$ cat src/rtl/scan_sequencer.sv
// Frame/line firing scheduler feeding Transmit: walks lines x focus zones, emitting gate windows.
// Optional macro SCAN_INTERLEAVE_EN selects even-then-odd line order within a frame.
module scan_sequencer #(
  parameter int unsigned LINE_COUNT  = 256,
  parameter int unsigned FOCUS_COUNT = 3,
  parameter int unsigned PR_CYCLES   = 200,
  parameter int unsigned RX_CYCLES   = 4000,
  parameter int unsigned END_CYCLES  = 20,
  parameter int unsigned GAP_CYCLES  = 100
) (
  input  logic       clk_100M,
  input  logic       reset_n,
  input  logic       scan_en,
  output logic [7:0] Line_Num,
  output logic [1:0] Focus_Num,
  output logic       Pr_Gate,
  output logic       RX_Gate,
  output logic       End_Gate,
  output logic       Envelop,
  output logic       Frame_Sync,
  output logic       busy
);

  typedef enum logic [2:0] {StIdle, StPrep, StRx, StEndp, StGap} state_e;

  localparam logic [15:0] PrLoad    = 16'(PR_CYCLES - 1);
  localparam logic [15:0] RxLoad    = 16'(RX_CYCLES - 1);
  localparam logic [15:0] EndLoad   = 16'(END_CYCLES - 1);
  localparam logic [15:0] GapLoad   = 16'(GAP_CYCLES - 1);
  localparam logic [1:0]  FocusLast = 2'(FOCUS_COUNT - 1);

  state_e      state_q;
  logic [15:0] phase_q;
  logic [7:0]  line_q;
  logic [1:0]  focus_q;
  logic        pr_q, rx_q, end_q, env_q, fs_q, busy_q;

  logic [7:0]  line_d;
  logic [1:0]  focus_d;
  logic        focus_wrap, line_last, frame_end;

`ifdef SCAN_INTERLEAVE_EN
  logic [8:0] line_p2;
  logic       pass_end;

  // Stepping by two; overrunning the even pass restarts at line 1, overrunning the odd pass ends
  // the frame (a single-line frame ends after line 0).
  always_comb begin
    line_p2   = {1'b0, line_q} + 9'd2;
    pass_end  = (line_p2 >= 9'(LINE_COUNT));
    line_last = pass_end && (line_q[0] || (LINE_COUNT == 1));
    line_d    = pass_end ? 8'd1 : line_p2[7:0];
  end
`else
  localparam logic [7:0] LineLast = 8'(LINE_COUNT - 1);

  always_comb begin
    line_last = (line_q == LineLast);
    line_d    = line_q + 8'd1;
  end
`endif

  always_comb begin
    focus_wrap = (focus_q == FocusLast);
    frame_end  = focus_wrap && line_last;
    focus_d    = focus_wrap ? 2'd0 : focus_q + 2'd1;
  end

  always_ff @(posedge clk_100M or negedge reset_n) begin
    if (!reset_n) begin
      state_q <= StIdle;
      phase_q <= '0;
      line_q  <= '0;
      focus_q <= '0;
      pr_q    <= 1'b0;
      rx_q    <= 1'b0;
      end_q   <= 1'b0;
      env_q   <= 1'b0;
      fs_q    <= 1'b0;
      busy_q  <= 1'b0;
    end else begin
      fs_q <= 1'b0;
      unique case (state_q)
        StIdle: begin
          if (scan_en) begin
            state_q <= StPrep;
            phase_q <= PrLoad;
            pr_q    <= 1'b1;
            env_q   <= 1'b1;
            busy_q  <= 1'b1;
          end
        end
        StPrep: begin
          if (phase_q == '0) begin
            state_q <= StRx;
            phase_q <= RxLoad;
            pr_q    <= 1'b0;
            rx_q    <= 1'b1;
          end else begin
            phase_q <= phase_q - 16'd1;
          end
        end
        StRx: begin
          if (phase_q == '0) begin
            state_q <= StEndp;
            phase_q <= EndLoad;
            rx_q    <= 1'b0;
            end_q   <= 1'b1;
          end else begin
            phase_q <= phase_q - 16'd1;
          end
        end
        StEndp: begin
          if (phase_q == '0) begin
            state_q <= StGap;
            phase_q <= GapLoad;
            end_q   <= 1'b0;
            env_q   <= 1'b0;
          end else begin
            phase_q <= phase_q - 16'd1;
          end
        end
        StGap: begin
          if (phase_q == '0) begin
            fs_q <= frame_end;
            if (scan_en) begin
              state_q <= StPrep;
              phase_q <= PrLoad;
              pr_q    <= 1'b1;
              env_q   <= 1'b1;
              focus_q <= focus_d;
              if (focus_wrap) line_q <= frame_end ? 8'd0 : line_d;
            end else begin
              // Stopping abandons any partial frame so the next start is at (0,0).
              state_q <= StIdle;
              phase_q <= '0;
              line_q  <= '0;
              focus_q <= '0;
              busy_q  <= 1'b0;
            end
          end else begin
            phase_q <= phase_q - 16'd1;
          end
        end
        default: begin
          state_q <= StIdle;
          phase_q <= '0;
          pr_q    <= 1'b0;
          rx_q    <= 1'b0;
          end_q   <= 1'b0;
          env_q   <= 1'b0;
          busy_q  <= 1'b0;
        end
      endcase
    end
  end

  assign Line_Num   = line_q;
  assign Focus_Num  = focus_q;
  assign Pr_Gate    = pr_q;
  assign RX_Gate    = rx_q;
  assign End_Gate   = end_q;
  assign Envelop    = env_q;
  assign Frame_Sync = fs_q;
  assign busy       = busy_q;

endmodule

$ cat config.mk
export PLATFORM = sky130hd
export DESIGN_NAME = scan_sequencer
export DESIGN_NICKNAME = d
export VERILOG_FILES = /design/src/rtl/scan_sequencer.sv
export SDC_FILE = /design/constraint.sdc
export NUM_CORES = 1
export LEC_CHECK = 0
export BUFFER_PORTS_ARGS = -buffer_cell sky130_fd_sc_hd__buf_2
export CAP_MARGIN = 10
export CORE_UTILIZATION = 30
export DETAILED_ROUTE_END_ITERATION = 10
export PLACE_DENSITY = 0.43
export SETUP_SLACK_MARGIN = 0.4
export SYNTH_ARGS = -nofsm -noshare
export SYNTH_HDL_FRONTEND = slang
export SYNTH_SLANG_ARGS = --single-unit
$ cat constraint.sdc
create_clock -name clk_100M -period 2.7 [get_ports clk_100M]
set_clock_uncertainty 0.15 [all_clocks]
set_input_delay 0.54 -clock clk_100M [delete_from_list [all_inputs] [get_ports clk_100M]]
set_output_delay 0.54 -clock clk_100M [all_outputs]
set_load 0.05 [all_outputs]
# Yosys cells after proc, flatten, opt, wreduce, memory -nomap -nowiden
# Cells that the tools add are included.
dict set report word_totals {
  register_bits 35
  in_bits 3
  out_inout_bits 16
  word_cells 82
}
dict set report classes {
  addsub 3
  n_eq_ne 13
  mux 35
  n_bitwise 5
  reduce_logical 16
}
# cell count
set ops {}
lappend ops {{two-way mux 16 bit} 5}
lappend ops {{one-hot mux 16 bit (5 select lines)} 1}
lappend ops {{two-way mux 8 bit} 4}
lappend ops {{zero test 16 bit} 1}
lappend ops {{subtractor 16 x 1 -> 16 bit, second input constant} 1}
lappend ops {{two-way mux 3 bit} 5}
lappend ops {{one-hot mux 3 bit (5 select lines)} 1}
lappend ops {{AND reduction 3 bit} 5}
lappend ops {{two-way mux 1 bit} 12}
lappend ops {{!= test 2 bit, second input constant} 6}
lappend ops {{one-hot mux 1 bit (3 select lines)} 3}
lappend ops {{OR reduction 3 bit} 3}
lappend ops {{adder 8 x 1 -> 8 bit, second input constant} 1}
lappend ops {{== test 8 bit, second input constant} 1}
lappend ops {{one-hot mux 1 bit (4 select lines)} 2}
lappend ops {{== test 3 x 2 -> 1 bit, second input constant} 2}
lappend ops {{inverter 1 bit} 5}
lappend ops {{AND reduction 5 bit} 1}
lappend ops {{two-way mux 2 bit} 2}
lappend ops {{AND reduction 4 bit} 1}
lappend ops {{OR reduction 2 bit} 2}
lappend ops {{== test 3 x 1 -> 1 bit, second input constant} 1}
lappend ops {{== test 3 bit, second input constant} 1}
lappend ops {{zero test 3 bit} 1}
lappend ops {{other kinds (5)} 5}

# Longest topological paths before layout
# Gate-level depths: netlist of run 1.
dict set report logic_depth {
  ltp_word 5
  depth_mapped 9
}

# Least setup slack after synthesis of run 1
# No wires, ideal clock.
dict set report synth_timing {
  path_type {reg2reg}
  start {reg phase_q[0]}
  end {reg phase_q[2]}
  setup_time_ns 0.130
  t_arrival_ns 1.942
  required_ns 2.420
  slack_ns 0.478
  path_stages_with_launch 10
  period_less_slack_ns 2.222
  cell_sequence {dfrtp_1 > inv_1 > ha_1 > nor2b_1 > nand4_1 > buf_2 > nor3_1 > o221ai_1 > a311oi_1 > o21ai_1}
}
dict set report synth_via {
  elab_chain_len 3
}
# item line
set synth_lines {}
lappend synth_lines {{from (decl)} 33} ;# logic [15:0] phase_q;
lappend synth_lines {{from (signal assigned)} 87} ;# phase_q <= PrLoad;
lappend synth_lines {{from (signal assigned)} 96} ;# phase_q <= RxLoad;
lappend synth_lines {{from (signal assigned)} 100} ;# phase_q <= phase_q - 16'd1;
lappend synth_lines {{subtractor 16 x 1 -> 16 bit or zero test 16 bit (tied branches)} -}
lappend synth_lines {{two-way mux 16 bit (on tied branches)} -}
lappend synth_lines {{one-hot mux 16 bit (5 select lines) (*)} 83} ;# unique case (state_q)
# Every way passes the cells marked *; elsewhere a longest branch is shown, timed or not.
# A chain may end at the register's enable or synchronous reset.

# Worst setup path in the final report of run 1
dict set report layout_timing {
  start {reg phase_q[7]}
  end {reg line_q[5], in the netlist Line_Num[5]}
}
dict set report layout_via {
  elab_chain_len 2
}
# item line
set layout_lines {}
lappend layout_lines {{zero test 16 bit} 124} ;# if (phase_q == '0) begin
lappend layout_lines {{AND reduction 3 bit (no source line)} -}
lappend layout_lines {{to (signal assigned)} 132} ;# if (focus_wrap) line_q <= frame_end ? 8'd0 : line_d;
lappend layout_lines {{to (decl)} 34} ;# logic [7:0] line_q;
# Every way passes these cells.

==> reports/metrics.cfg, run 1 <==
[status]
status = finished, final reports clean

[power]
intPower_w = 0.001413
pwr-share-comb_pct = 51.4
p_leak_nw = 1.114
switching_share_pct = 42.58
ir_drop_mv = 0.3517
clkPwrFrac_pct = 16.2
p_seq_share_pct = 32.5
powerDensity_nw_per_um2 = 911.6
switchingPower_w = 0.001048

[synth]
synth_area_um2 = 2181
ys_seq_area_share_pct = 40.16
ys_warn_count = 0
syn_inst = 258
syn_avg_cell_area_um2 = 8.453
syn_nets = 263
synth-edff-count = 0
synth_flop_cell = dfrtp_1
synth_seq_cells = 35
ys_types = 58
async_flop_share_pct = 100.0

[grt]
grt_max_degree = 36
gr-usage-all-layers_pct = 17.61
grt_pass1_vias = 1865
grt_pass1_wl_um = 10110
overflow = 0
antenna_found_initial = 0

[sta]
layout_min_cycle_time_ps = 2206
tightest_slew_ps = 838.5
slew_violations = 0
tns_ps = 0
rsz0062_at_grt = yes
final_hold_viol_count = 0
timing.final.ws_setup_ps = 494.1
timing.final.crit_share_pct = 81.70
slew_headroom_pct = 44.10
fmax_mhz = 453.3
setup-violations-final = 0
hold_ws_ps = 195.7

[drt]
drc = 0
dr.pass1.iters = 4
vias = 2120
ant_nets = 0
wl_met2_um = 2691
wl_met1_um = 3245
via_per_inst = 5.408
drtIter0Drc = 78
top_layer = met4
routedWlPerCell_um = 15.91
dr_wl_met3_um = 235
routed_wl_um = 6237

[layout]
diodes = 0
fill_cells = 734
area_delta_synth_final_pct = 23.81
final_nets = 301
layout-drive-gt1-share_pct = 26.35

[die]
fp.coreArea_um2 = 6907
initial_core_util_pct = 31.58
dieArea_um2 = 7614
die_x_um = 87.26
rows = 30
ios = 19
die_y_um = 87.26

[clock_network]
cts_max_path_buffers = 2
cts.clk_slew.worst_paths_ps = 80
worstSkewPairLatency_ps = 290
cts.sinks = 35
cts_hold_buf = 0
cts_made_buffers = 5
cts_tree = yes
cts.htree.levels = 2
cts-root-buf = clkbuf_8

[placed_design]
hpwl_um = 4239
io_buffers = 18
dp_slack_ps = 189.1
gp_congestion = 0.8077

[flow_run]
cap_violations = 0

[critical_path]
reg2reg_depth = 6
cp.required_ps = 2770
critical_path.max_fanout = 5
worstReg2RegStart = phase_q[7]$_DFFE_PN0N_
r2r-end = Line_Num[5]$_DFFE_PN0P_
cp-start-kind = flip-flop
r2r_setup_slack_ps = 490
crit_type = reg -> reg
endpoint_kind = flip-flop
cp_data_arrival_time_ps = 2280

[min_path]
hold_class = in -> async

-- cell type report --
class / instances / area (um^2) / area share [%]
clock inverter: 1 / 5.005 / 0.1854
inverter: 8 / 30.03 / 1.112
multi-input combinational: 201 / 1289 / 47.73
tap: 96 / 120.1 / 4.449
clock buffer: 6 / 82.58 / 3.058
sequential: 35 / 877.1 / 32.48
timing repair buffer: 45 / 296.5 / 10.98
-- worst max path at each step --
stage / startpoint / end / slack [ps] / cells after the start
6_report: phase_q[7]$_DFFE_PN0N_ / Line_Num[5]$_DFFE_PN0P_ / 490 / 6
5_1_grt: phase_q[7]$_DFFE_PN0N_ / phase_q[14]$_DFFE_PN0N_ / 350 / 8
4_1_cts: phase_q[8]$_DFFE_PN0N_ / Line_Num[7]$_DFFE_PN0P_ / 410 / 6
3_5_place_dp: phase_q[0]$_DFFE_PN0N_ / state_q[0]$_DFFE_PN0P_ / 190 / 9
3_3_place_gp: phase_q[0]$_DFFE_PN0N_ / state_q[0]$_DFFE_PN0P_ / 210 / 9
2_1_floorplan: phase_q[0]$_DFFE_PN0N_ / phase_q[2]$_DFFE_PN0N_ / 480 / 9
-- stage by stage --
stage | std cells | power (W) | cell area [um^2] | utilization (%)
2_1_floorplan | 258 | 0.001572 | 2181 | -
3_3_place_gp | 371 | 0.001846 | 2415 | 34.96
3_5_place_dp | 371 | 0.001842 | 2415 | 34.96
4_1_cts | 382 | 0.002272 | 2540 | 36.78
5_1_grt | 392 | 0.002664 | 2700 | 39.09
6_report | 392 | 0.002461 | 2700 | 39.09
-- synthesized netlist by cell type, types with 2 or more instances --
cell type,count,area share [%]
a21o_1,2,0.69
a21oi_1,14,3.2
a222oi_1,2,0.92
a22o_1,5,2.0
a31oi_1,7,2.0
buf_2,2,0.46
buf_6,2,1.0
clkbuf_1,8,1.4
clkinv_1,2,0.34
dfrtp_1,35,40
ha_1,2,1.1
inv_1,6,1.0
nand2_1,37,6.4
nand2b_1,2,0.57
nand3_1,18,4.1
nand4_1,4,1.1
nor2_1,18,3.1
nor2_2,2,0.57
nor2b_1,2,0.57
nor3_1,13,3.0
nor4_1,2,0.57
o211ai_1,2,0.69
o21ai_0,18,4.1
o21ai_1,3,0.69
o221ai_1,3,1.2
o22ai_1,4,1.1
o31ai_1,8,2.8
or2_1,2,0.57
or2_2,2,0.57
xnor2_1,3,1.2
-- power by group through the flow --
stage               combinational [W]  sequential, W  clock, W
finish                        0.00126       0.000799  0.000398
global route                  0.00141       0.000818  0.000434
CTS                           0.00107       0.000791  0.000410
detailed placement            0.00104       0.000803         0
global placement              0.00104       0.000804         0
floorplan                    0.000760       0.000812         0
-- cells in the final DEF (no fill, tap or decap), types with 7 or more instances in the layout --
| master | instances |
|---|---|
| nand2_1 | 35 |
| dfrtp_1 | 34 |
| buf_4 | 26 |
| nor2_1 | 18 |
| o21ai_0 | 18 |
| buf_2 | 18 |
| nand3_1 | 17 |
| a21oi_1 | 14 |
| nor3_1 | 12 |
| o31ai_1 | 7 |
| a31oi_1 | 7 |
-- state kept, by name, indices dropped and copies added, names as in the netlist --
| register | count |
|---|---|
| Envelop | 1 |
| busy | 1 |
| End_Gate | 1 |
| RX_Gate | 1 |
| state_q | 3 |
| phase_q | 16 |
| Pr_Gate | 1 |
| Frame_Sync | 1 |
| Line_Num | 8 |
| Focus_Num | 2 |
-- per-layer routing --
metal	global-route usage (%)	vias to the layer above
met5	0	-
met4	4.620	0
met3	3.318	6
met2	25.28	43
met1	26.74	1027
li1	-	1044
-- timing repair --
action | in CTS | in global routing
buffers inserted | 4 | 10
pin swaps | 1 | 7
resized for setup | 3 | 18
endpoints found under the setup margin | 22 | 24
-- kinds of logic (layout without fill, tap and decap cells) --
family	after synthesis	in the layout	synth area share, %
AO/OA/AOI/OAI	80	80	24.61
XOR/XNOR	4	4	1.607
adder cells (fa/ha/maj)	2	2	1.147
buffers and inverters	22	60	4.762
flip-flops	35	35	40.16
multiplexers	2	2	0.9753
AND/OR/NAND/NOR	113	113	26.74
-- critical path, cell delays in order, from the launching register on --
cell and delay (ps):
dfrtp_1 420, nor4_4 340, nand4_1 190, buf_6 170, or4b_4 540, o31ai_2 190, a22o_1 150
Note: power is estimated with default switching activity, not from simulation.
==> inputs of run 2 (changes only) <==
clock period = 2.2 ns   (was 2.7 ns; I/O delays follow)
==> run 2 against run 1 <==
Against the previous run:
- utilization grew 7.3 points
- largest cell class unchanged
- critical path depth is the same
- non-clock buffer count is 27 higher
- total power up 42%
- first-iteration DRC count increased by 96%
- sequential power up 21%
- worst hold slack gained 160 ps
- highest routed layer unchanged
- sequential share of layout area is 5.1 points lower
==> reports/metrics.cfg, run 2 (synthesized netlist as in run 1, its figures left out) <==
[clock_network]
cts_made_buffers = 5
cts_max_path_buffers = 2
cts-root-buf = clkbuf_8
cts_tree = yes
worstSkewPairLatency_ps = 300
cts.htree.levels = 2
cts.clk_slew.worst_paths_ps = 80
cts.sinks = 35

[layout]
fill_cells = 677
final_nets = 329
regMostFlops = phase_q
final_common_cell = buf_4
area_delta_synth_final_pct = 47.05
final_cell_count_no_fill = 421
diodes = 0
largest_reg_flops = 16
layout-drive-gt1-share_pct = 42.46
final_cell_mix = buf_4, dfrtp_1, nand2_1

[placed_design]
io_buffers = 18
hpwl_um = 4591
dpl.cell_count = 393
gp_congestion = 0.8171

[grt]
grt_max_degree = 22
overflow = 0
grt_pass1_vias = 2112
grt_pass1_wl_um = 11120
gr-usage-all-layers_pct = 19.15
antenna_found_initial = 0

[flow_run]
cap_violations = 0

[sta]
final_hold_viol_count = 0
tightest_slew_ps = 536.9
slew_violations = 0
fmax_mhz = 457.0
setup-violations-final = 0
slew_headroom_pct = 64.20
hold_ws_ps = 355.9
timing.final.crit_share_pct = 99.47
layout_min_cycle_time_ps = 2188
rsz0062_at_grt = yes

[critical_path]
critPathTopFamily = simple AND/OR/NAND/NOR gates
r2r_setup_slack_ps = 10
crit_type = reg -> reg
cp-start-kind = flip-flop
crit_path_top_delay_cell = or3_4
max_stage_delay_ps = 420
cp_data_arrival_time_ps = 2230
critical_path.max_fanout = 6
cp.required_ps = 2240
endpoint_kind = flip-flop
cp.buffers_inverters = 0
worstPathCellList = or3_4, or2_4, o311ai_4, o21ai_4, a31oi_1, nor2_1

[die]
dieArea_um2 = 7614
rows = 30
fp.coreArea_um2 = 6907
die_x_um = 87.26
initial_core_util_pct = 31.58
ios = 19
die_y_um = 87.26

[drt]
dr.pass1.iters = 5
ant_nets = 0
routedWlPerCell_um = 16.34
via_per_inst = 5.437
drtIter0Drc = 153
vias = 2289
drc = 0
routed_wl_um = 6879

[status]
status = finished, final reports clean

[min_path]
hold_class = reg -> reg

[power]
ir_drop_mv = 0.4573
powerDensity_nw_per_um2 = 1088
p_leak_nw = 1.328

-- run 2: path summary, 6_finish.rpt --
check | from | end | cells past startpoint
setup / recovery | phase_q[12]$_DFFE_PN0N_ | phase_q[11]$_DFFE_PN0N_ | 6
hold / removal | phase_q[14]$_DFFE_PN0N_ | phase_q[14]$_DFFE_PN0N_ | 2
setup reg to reg | phase_q[12]$_DFFE_PN0N_ | phase_q[11]$_DFFE_PN0N_ | 6
min in group asynchronous | reset_n | phase_q[5]$_DFFE_PN0N_ | 2
hold reg to reg | phase_q[14]$_DFFE_PN0N_ | phase_q[14]$_DFFE_PN0N_ | 2
max in group asynchronous | reset_n | phase_q[6]$_DFFE_PN0N_ | 3
-- run 2: worst register-to-register path, delay by kind of cell (launching register included) --
kind / cells / cell delay (ps)
simple gates: 3 / 800
flops: 1 / 380
compound gates: 3 / 760
-- run 2: repair_timing --
action / CTS / global route
cloned: 1 / 0
setup buffers: 12 / 6
endpoints found under the hold margin: 19 / 0
pin swaps: 19 / 25
hold buffers: 1 / 0
resized for setup: 29 / 52
setup endpoints to repair: 34 / 35
-- run 2: power breakdown --
part / internal, W / switching, W / total (W)
clock: 0.000221 / 0.000267 / 0.000488
combinational: 0.000942 / 0.00109 / 0.00203
sequential: 0.000801 / 0.000168 / 0.000969
-- run 2: routing by layer --
layer  global-route usage, %  wire length, um  vias up
li1                        -                -     1103
met1                   28.50             3252     1115
met2                   28.98             3259       65
met3                   3.128              316        6
met4                   4.173               51        0
met5                       0                0        -
-- run 2: per-stage QoR --
stage / util [%] / area, um^2 / power, W / worst slack (ps) / setup TNS, ps
floorplan: - / 2228 / 0.001971 / 129.8 / 0
global placement: 37.90 / 2618 / 0.002447 / 71.86 / 0
detailed placement: 37.90 / 2618 / 0.002429 / 62.00 / 0
CTS: 42.30 / 2922 / 0.003219 / 76.12 / 0
global route: 46.43 / 3207 / 0.003739 / -39.25 / -181.9
finish: 46.43 / 3207 / 0.003488 / 11.76 / 0
-- run 2: area by class of cell --
class                      instances  area (um^2)  share of cell area [%]
clock buffer                       5        68.82                   2.146
clock inverter                     3        20.02                  0.6243
inverter                           8        30.03                  0.9364
multi-input combinational        202         1534                   47.83
sequential                        35        878.3                   27.39
tap                               96        120.1                   3.746
timing repair buffer              72        555.5                   17.32
